`config.mk`:
```
export PLATFORM = sky130hd
export DESIGN_NAME = mc_controller
export DESIGN_NICKNAME = d
export VERILOG_FILES = /design/src/rtl/mc_controller.sv
export SDC_FILE = /design/constraint.sdc
export NUM_CORES = 1
export LEC_CHECK = 0
export ABC_CLOCK_PERIOD_IN_PS = 2500
export CORE_MARGIN = 4
export CORE_UTILIZATION = 42
export CTS_CLUSTER_SIZE = 40
export DETAILED_ROUTE_END_ITERATION = 8
export PLACE_DENSITY = 0.83
export SETUP_SLACK_MARGIN = 0.02
export SKIP_LAST_GASP = 1
export SYNTH_ARGS = -nofsm -noshare
export SYNTH_HDL_FRONTEND = slang
export SYNTH_SLANG_ARGS = --single-unit
```
`constraint.sdc`:
```
create_clock -name clk -period 2.5 [get_ports clk]
set_clock_uncertainty 0.15 [all_clocks]
set_input_delay 0.5 -clock clk [delete_from_list [all_inputs] [get_ports clk]]
set_output_delay 0.5 -clock clk [all_outputs]
set_load 0.03 [all_outputs]
```
`src/rtl/mc_controller.sv`:
```
// Multicycle MIPS-subset main controller: Moore FSM that sequences fetch/decode/execute steps.
// Optional bne support is compiled in when MC_CONTROLLER_BNE_EN is defined.
module mc_controller (
    input  logic       clk,
    input  logic       reset,
    input  logic [5:0] op,
    input  logic [5:0] funct,
    input  logic       zero,
    output logic [2:0] alucontrol,
    output logic       pcen,
    output logic       memwrite,
    output logic       irwrite,
    output logic       regwrite,
    output logic       iord,
    output logic       memtoreg,
    output logic       regdst,
    output logic       alusrca,
    output logic [1:0] alusrcb,
    output logic [1:0] pcsrc,
    output logic [3:0] state
);

    typedef enum logic [3:0] {
        StFetch   = 4'd0,
        StDecode  = 4'd1,
        StMemAdr  = 4'd2,
        StMemRd   = 4'd3,
        StMemWb   = 4'd4,
        StMemWr   = 4'd5,
        StExecute = 4'd6,
        StAluWb   = 4'd7,
        StBranch  = 4'd8,
        StAddiEx  = 4'd9,
        StAddiWb  = 4'd10,
        StJump    = 4'd11
    } state_e;

    localparam logic [5:0] OpRtype = 6'b000000;
    localparam logic [5:0] OpLw    = 6'b100011;
    localparam logic [5:0] OpSw    = 6'b101011;
    localparam logic [5:0] OpBeq   = 6'b000100;
    localparam logic [5:0] OpAddi  = 6'b001000;
    localparam logic [5:0] OpJ     = 6'b000010;
`ifdef MC_CONTROLLER_BNE_EN
    localparam logic [5:0] OpBne   = 6'b000101;
`endif

    localparam logic [2:0] AluAnd = 3'b000;
    localparam logic [2:0] AluOr  = 3'b001;
    localparam logic [2:0] AluAdd = 3'b010;
    localparam logic [2:0] AluNop = 3'b011;
    localparam logic [2:0] AluSub = 3'b110;
    localparam logic [2:0] AluSlt = 3'b111;

    typedef struct packed {
        logic [2:0] alu;
        logic       pcen;
        logic       memwrite;
        logic       irwrite;
        logic       regwrite;
        logic       iord;
        logic       memtoreg;
        logic       regdst;
        logic       alusrca;
        logic [1:0] alusrcb;
        logic [1:0] pcsrc;
        logic       branch;
    } ctrl_t;

    state_e state_q, state_d;
    ctrl_t  ctrl_q;
    logic   branch_taken;
    logic   pcen_raw;

    // Moore decode of a state into its control word; anything not listed stays 0.
    function automatic ctrl_t ctrl_for(state_e s);
        ctrl_t c;
        c = '0;
        case (s)
            StFetch: begin
                c.irwrite = 1'b1;
                c.alusrcb = 2'b01;
                c.alu     = AluAdd;
                c.pcen    = 1'b1;
            end
            StDecode: begin
                c.alusrcb = 2'b11;
                c.alu     = AluAdd;
            end
            StMemAdr: begin
                c.alusrca = 1'b1;
                c.alusrcb = 2'b10;
                c.alu     = AluAdd;
            end
            StMemRd: c.iord = 1'b1;
            StMemWb: begin
                c.regwrite = 1'b1;
                c.memtoreg = 1'b1;
            end
            StMemWr: begin
                c.iord     = 1'b1;
                c.memwrite = 1'b1;
            end
            StExecute: c.alusrca = 1'b1;
            StAluWb: begin
                c.regwrite = 1'b1;
                c.regdst   = 1'b1;
            end
            StBranch: begin
                c.alusrca = 1'b1;
                c.alu     = AluSub;
                c.pcsrc   = 2'b01;
                c.branch  = 1'b1;
            end
            StAddiEx: begin
                c.alusrca = 1'b1;
                c.alusrcb = 2'b10;
                c.alu     = AluAdd;
            end
            StAddiWb: c.regwrite = 1'b1;
            StJump: begin
                c.pcsrc = 2'b10;
                c.pcen  = 1'b1;
            end
            default: c = '0;
        endcase
        return c;
    endfunction

    function automatic logic [2:0] funct_alu(logic [5:0] f);
        case (f)
            6'b100000: return AluAdd;
            6'b100010: return AluSub;
            6'b100100: return AluAnd;
            6'b100101: return AluOr;
            6'b101010: return AluSlt;
            default:   return AluNop;
        endcase
    endfunction

    always_comb begin
        state_d = StFetch;
        case (state_q)
            StFetch:  state_d = StDecode;
            StDecode: begin
                case (op)
                    OpLw, OpSw: state_d = StMemAdr;
                    OpRtype:    state_d = StExecute;
                    OpBeq:      state_d = StBranch;
`ifdef MC_CONTROLLER_BNE_EN
                    OpBne:      state_d = StBranch;
`endif
                    OpAddi:     state_d = StAddiEx;
                    OpJ:        state_d = StJump;
                    default:    state_d = StFetch;
                endcase
            end
            StMemAdr:  state_d = (op == OpLw) ? StMemRd : StMemWr;
            StMemRd:   state_d = StMemWb;
            StExecute: state_d = StAluWb;
            StAddiEx:  state_d = StAddiWb;
            default:   state_d = StFetch;
        endcase
    end

    // Control word is registered alongside the state so outputs come straight from flops.
    always_ff @(posedge clk) begin
        if (reset) begin
            state_q <= StFetch;
            ctrl_q  <= ctrl_for(StFetch);
        end else begin
            state_q <= state_d;
            ctrl_q  <= ctrl_for(state_d);
        end
    end

    always_comb begin
`ifdef MC_CONTROLLER_BNE_EN
        branch_taken = (op == OpBne) ? ~zero : zero;
`else
        branch_taken = zero;
`endif
        pcen_raw = ctrl_q.branch ? branch_taken : ctrl_q.pcen;
    end

    // funct and zero act within the current cycle, so they bypass the registered word.
    assign alucontrol = (state_q == StExecute) ? funct_alu(funct) : ctrl_q.alu;
    assign pcen       = pcen_raw & ~reset;
    assign memwrite   = ctrl_q.memwrite & ~reset;
    assign irwrite    = ctrl_q.irwrite & ~reset;
    assign regwrite   = ctrl_q.regwrite & ~reset;
    assign iord       = ctrl_q.iord;
    assign memtoreg   = ctrl_q.memtoreg;
    assign regdst     = ctrl_q.regdst;
    assign alusrca    = ctrl_q.alusrca;
    assign alusrcb    = ctrl_q.alusrcb;
    assign pcsrc      = ctrl_q.pcsrc;
    assign state      = state_q;

endmodule

```
==> impl_metrics.env <==
export IMPL_hold_buffers=0
export IMPL_synth_simple_area_share=0.273
export IMPL_core_region_area_mm2=0.00196
export IMPL_synth_seq_cells=18
export IMPL_clkSinkCount=18
export IMPL_worst_pin_slew_ns=0.554
export IMPL_worstHoldPathType="flip-flop to flip-flop"
export IMPL_end_kind="output pin"
export IMPL_max_cap_viol_count=0
export IMPL_vias=900
export IMPL_final_max_slew_violation_count=0
export IMPL_yosysTopAreaCellShare=0.414
export IMPL_drt_wl_total_um=2160
export IMPL_cts_tree="yes"
export IMPL_cts_root_buf="clkbuf_4"
export IMPL_final_period_utilization=0.979
export IMPL_critPathLaunchType="input pin"
export IMPL_dp_hpwl_um=1680
export IMPL_port_buffers=33
export IMPL_io_pins=34
export IMPL_holdWs_ns=0.502
export IMPL_die_h_um=53.5
export IMPL_syn_area_um2=870
export IMPL_cts_buffer_depth=2
export IMPL_rows=16
export IMPL_setup_violations=0
export IMPL_drive_gt1_frac=0.219
export IMPL_period_minus_slack_ns=2.45
export IMPL_synth_compound_area_frac=0.226
export IMPL_ant_nets=0
export IMPL_worstPathRequired_ns=1.85
export IMPL_layout_setup_ws_ns=0.0526
export IMPL_die_area_mm2=0.00286
export IMPL_grtUsageTotal=0.159
export IMPL_final_cell_mix="23 x clkdlybuf4s50_1, 21 x buf_4, 18 x dfxtp_1"
export IMPL_syn_inst=100
export IMPL_cp_arrival_ns=1.80
export IMPL_grt_ovfl_total=0
export IMPL_worstPathMaxFanout=3
export IMPL_p_leak_uw=0.000539
export IMPL_pre_cts_ws_ns=-0.329
export IMPL_clk_latency_ns=0.28
export IMPL_synthMuxAreaShare=0.0115
export IMPL_initial_core_util=0.443
export IMPL_fin_nets=162
export IMPL_peakVddDrop_mv=0.491
export IMPL_powerDensity_mw_per_mm2=434
export IMPL_async_reset_ff_frac=0
export IMPL_grt_start_max_net_pins=17
export IMPL_htree_num_levels=1
export IMPL_numCtsBuffers=3
export IMPL_yosys_warnings=0
export IMPL_grt_pass1_wl_um=3360
export IMPL_syn_to_final_growth_pct=54.5
export IMPL_slew_headroom=0.631
export IMPL_synth_ff_type="dfxtp_1"
export IMPL_dp_cells=167
export IMPL_place_congestion=0.884
export IMPL_yosysUniqueCellTypes=37
export IMPL_synthXorXnorAreaFrac=0.0101
export IMPL_path_clk_slew_ns=0.09
export IMPL_synth_area_leaders="dfxtp_1 41%, nor2_1 4.7%, nand2_1 3.9%, a21o_1 3.5%, buf_4 3.5%"
export IMPL_hold_violations=0
export IMPL_grt_pass1_vias=810
export IMPL_max_freq_mhz=409
export IMPL_wire_per_inst_um=12.5
export IMPL_drt_iter0_markers=13
export IMPL_syn_avg_cell_area_um2=8.70
export IMPL_dr_pass1_iters=4
export IMPL_rsz0062_at_grt="yes"
export IMPL_synth_top_family_by_area="simple AND/OR/NAND/NOR gates"
export IMPL_outcome="complete, no violations"
export IMPL_synth_adder_area_share=0
export IMPL_critical_path_class="input pin to output pin"
export IMPL_drc=0
export IMPL_layout_commonest_cell="clkdlybuf4s50_1"
export IMPL_antenna_found_initial=0
export IMPL_yosys_area_top_type="dfxtp_1"
export IMPL_avgViaCountPerCell=5.20
export IMPL_synth_nets=115
export IMPL_synth_edf_count=0
export IMPL_num_antenna_cells=0
export IMPL_die_width_um=53.5
export IMPL_ys_seq_area_frac=0.414
export IMPL_final_cells=173
==> flip-flops by register name, summed over array words and instances, names as in the netlist <==
| register | flops |
|---|---|
| pcsrc | 1 |
| iord | 1 |
| memtoreg | 1 |
| regdst | 1 |
| alusrca | 1 |
| alusrcb | 2 |
| ctrl_q | 7 |
| state | 4 |
==> synthesized netlist by cell type, types with 2 or more instances <==
library cell and number:
a21o_1 4, a21oi_1 5, buf_4 4, clkbuf_1 3, dfxtp_1 18, inv_1 4, nand2_1 9, nand2b_1 3
nor2_1 11, nor2b_1 3, nor3_1 5, nor3b_1 3, o211ai_1 3, o221ai_1 2
==> report_power, final <==
group	switching, uW	leakage (uW)	internal, uW
sequential	3.31	0.000147	295
combinational	57.9	0.000372	58.1
clock	80.2	0.0000210	88.6
total	141	0.000539	442
==> final cells by class <==
type                       instances  area [um2]
timing repair buffer              49         439
fill                             166         618
multi-input combinational         71         459
clock buffer                       4        36.3
sequential                        18         360
inverter                           4        15.0
tap                               27        33.8
==> per-stage QoR <==
stage               total power, uW  TNS, ns  cell area, um2   util
floorplan                       362        0             870      -
global placement                419    -1.91            1280  0.655
detailed placement              420    -2.34            1280  0.655
CTS                             588  -0.0890            1320  0.672
global route                    616  -0.0230            1340  0.685
finish                          583        0            1340  0.685
==> cell families after synthesis <==
logic type | after synthesis
DFF | 18
and+or+nand+nor | 43
buffers and inverters | 11
AOI/OAI and AO/OA | 26
xor gates and xnor gates | 1
muxes | 1
==> layer usage <==
metal / share of wire / up-vias / GRT usage
met4: 0.0042 / 0 / 0.0468
li1: - / 453 / -
met1: 0.43 / 417 / 0.193
met5: 0 / - / 0
met3: 0.056 / 2 / 0.0451
met2: 0.51 / 28 / 0.269
==> worst max-delay path, cell delays in order <==
cell and delay, ns:
clkdlybuf4s50_1 0.39, nand2b_1 0.19, a2111oi_2 0.30, nor2_1 0.06, dlygate4sd2_1 0.36
==> path summary, 6_finish.rpt <==
| check | start | end | slack (ns) | cells past startpoint |
|---|---|---|---|---|
| max reg2reg | state[0] | ctrl_q[14] | 0.25 | 5 |
| min reg2reg | state[2] | ctrl_q[11] | 0.50 | 3 |
| min | state[2] | ctrl_q[11] | 0.50 | 3 |
| max | funct[4] | alucontrol[0] | 0.05 | 5 |
==> repair_timing <==
item / in CTS / in global routing
gates resized for setup: 2 / 8
pin swaps: 0 / 6
buffers inserted: 0 / 2
endpoints found under the setup margin: 2 / 4
Power figures use the tool's default switching activity.
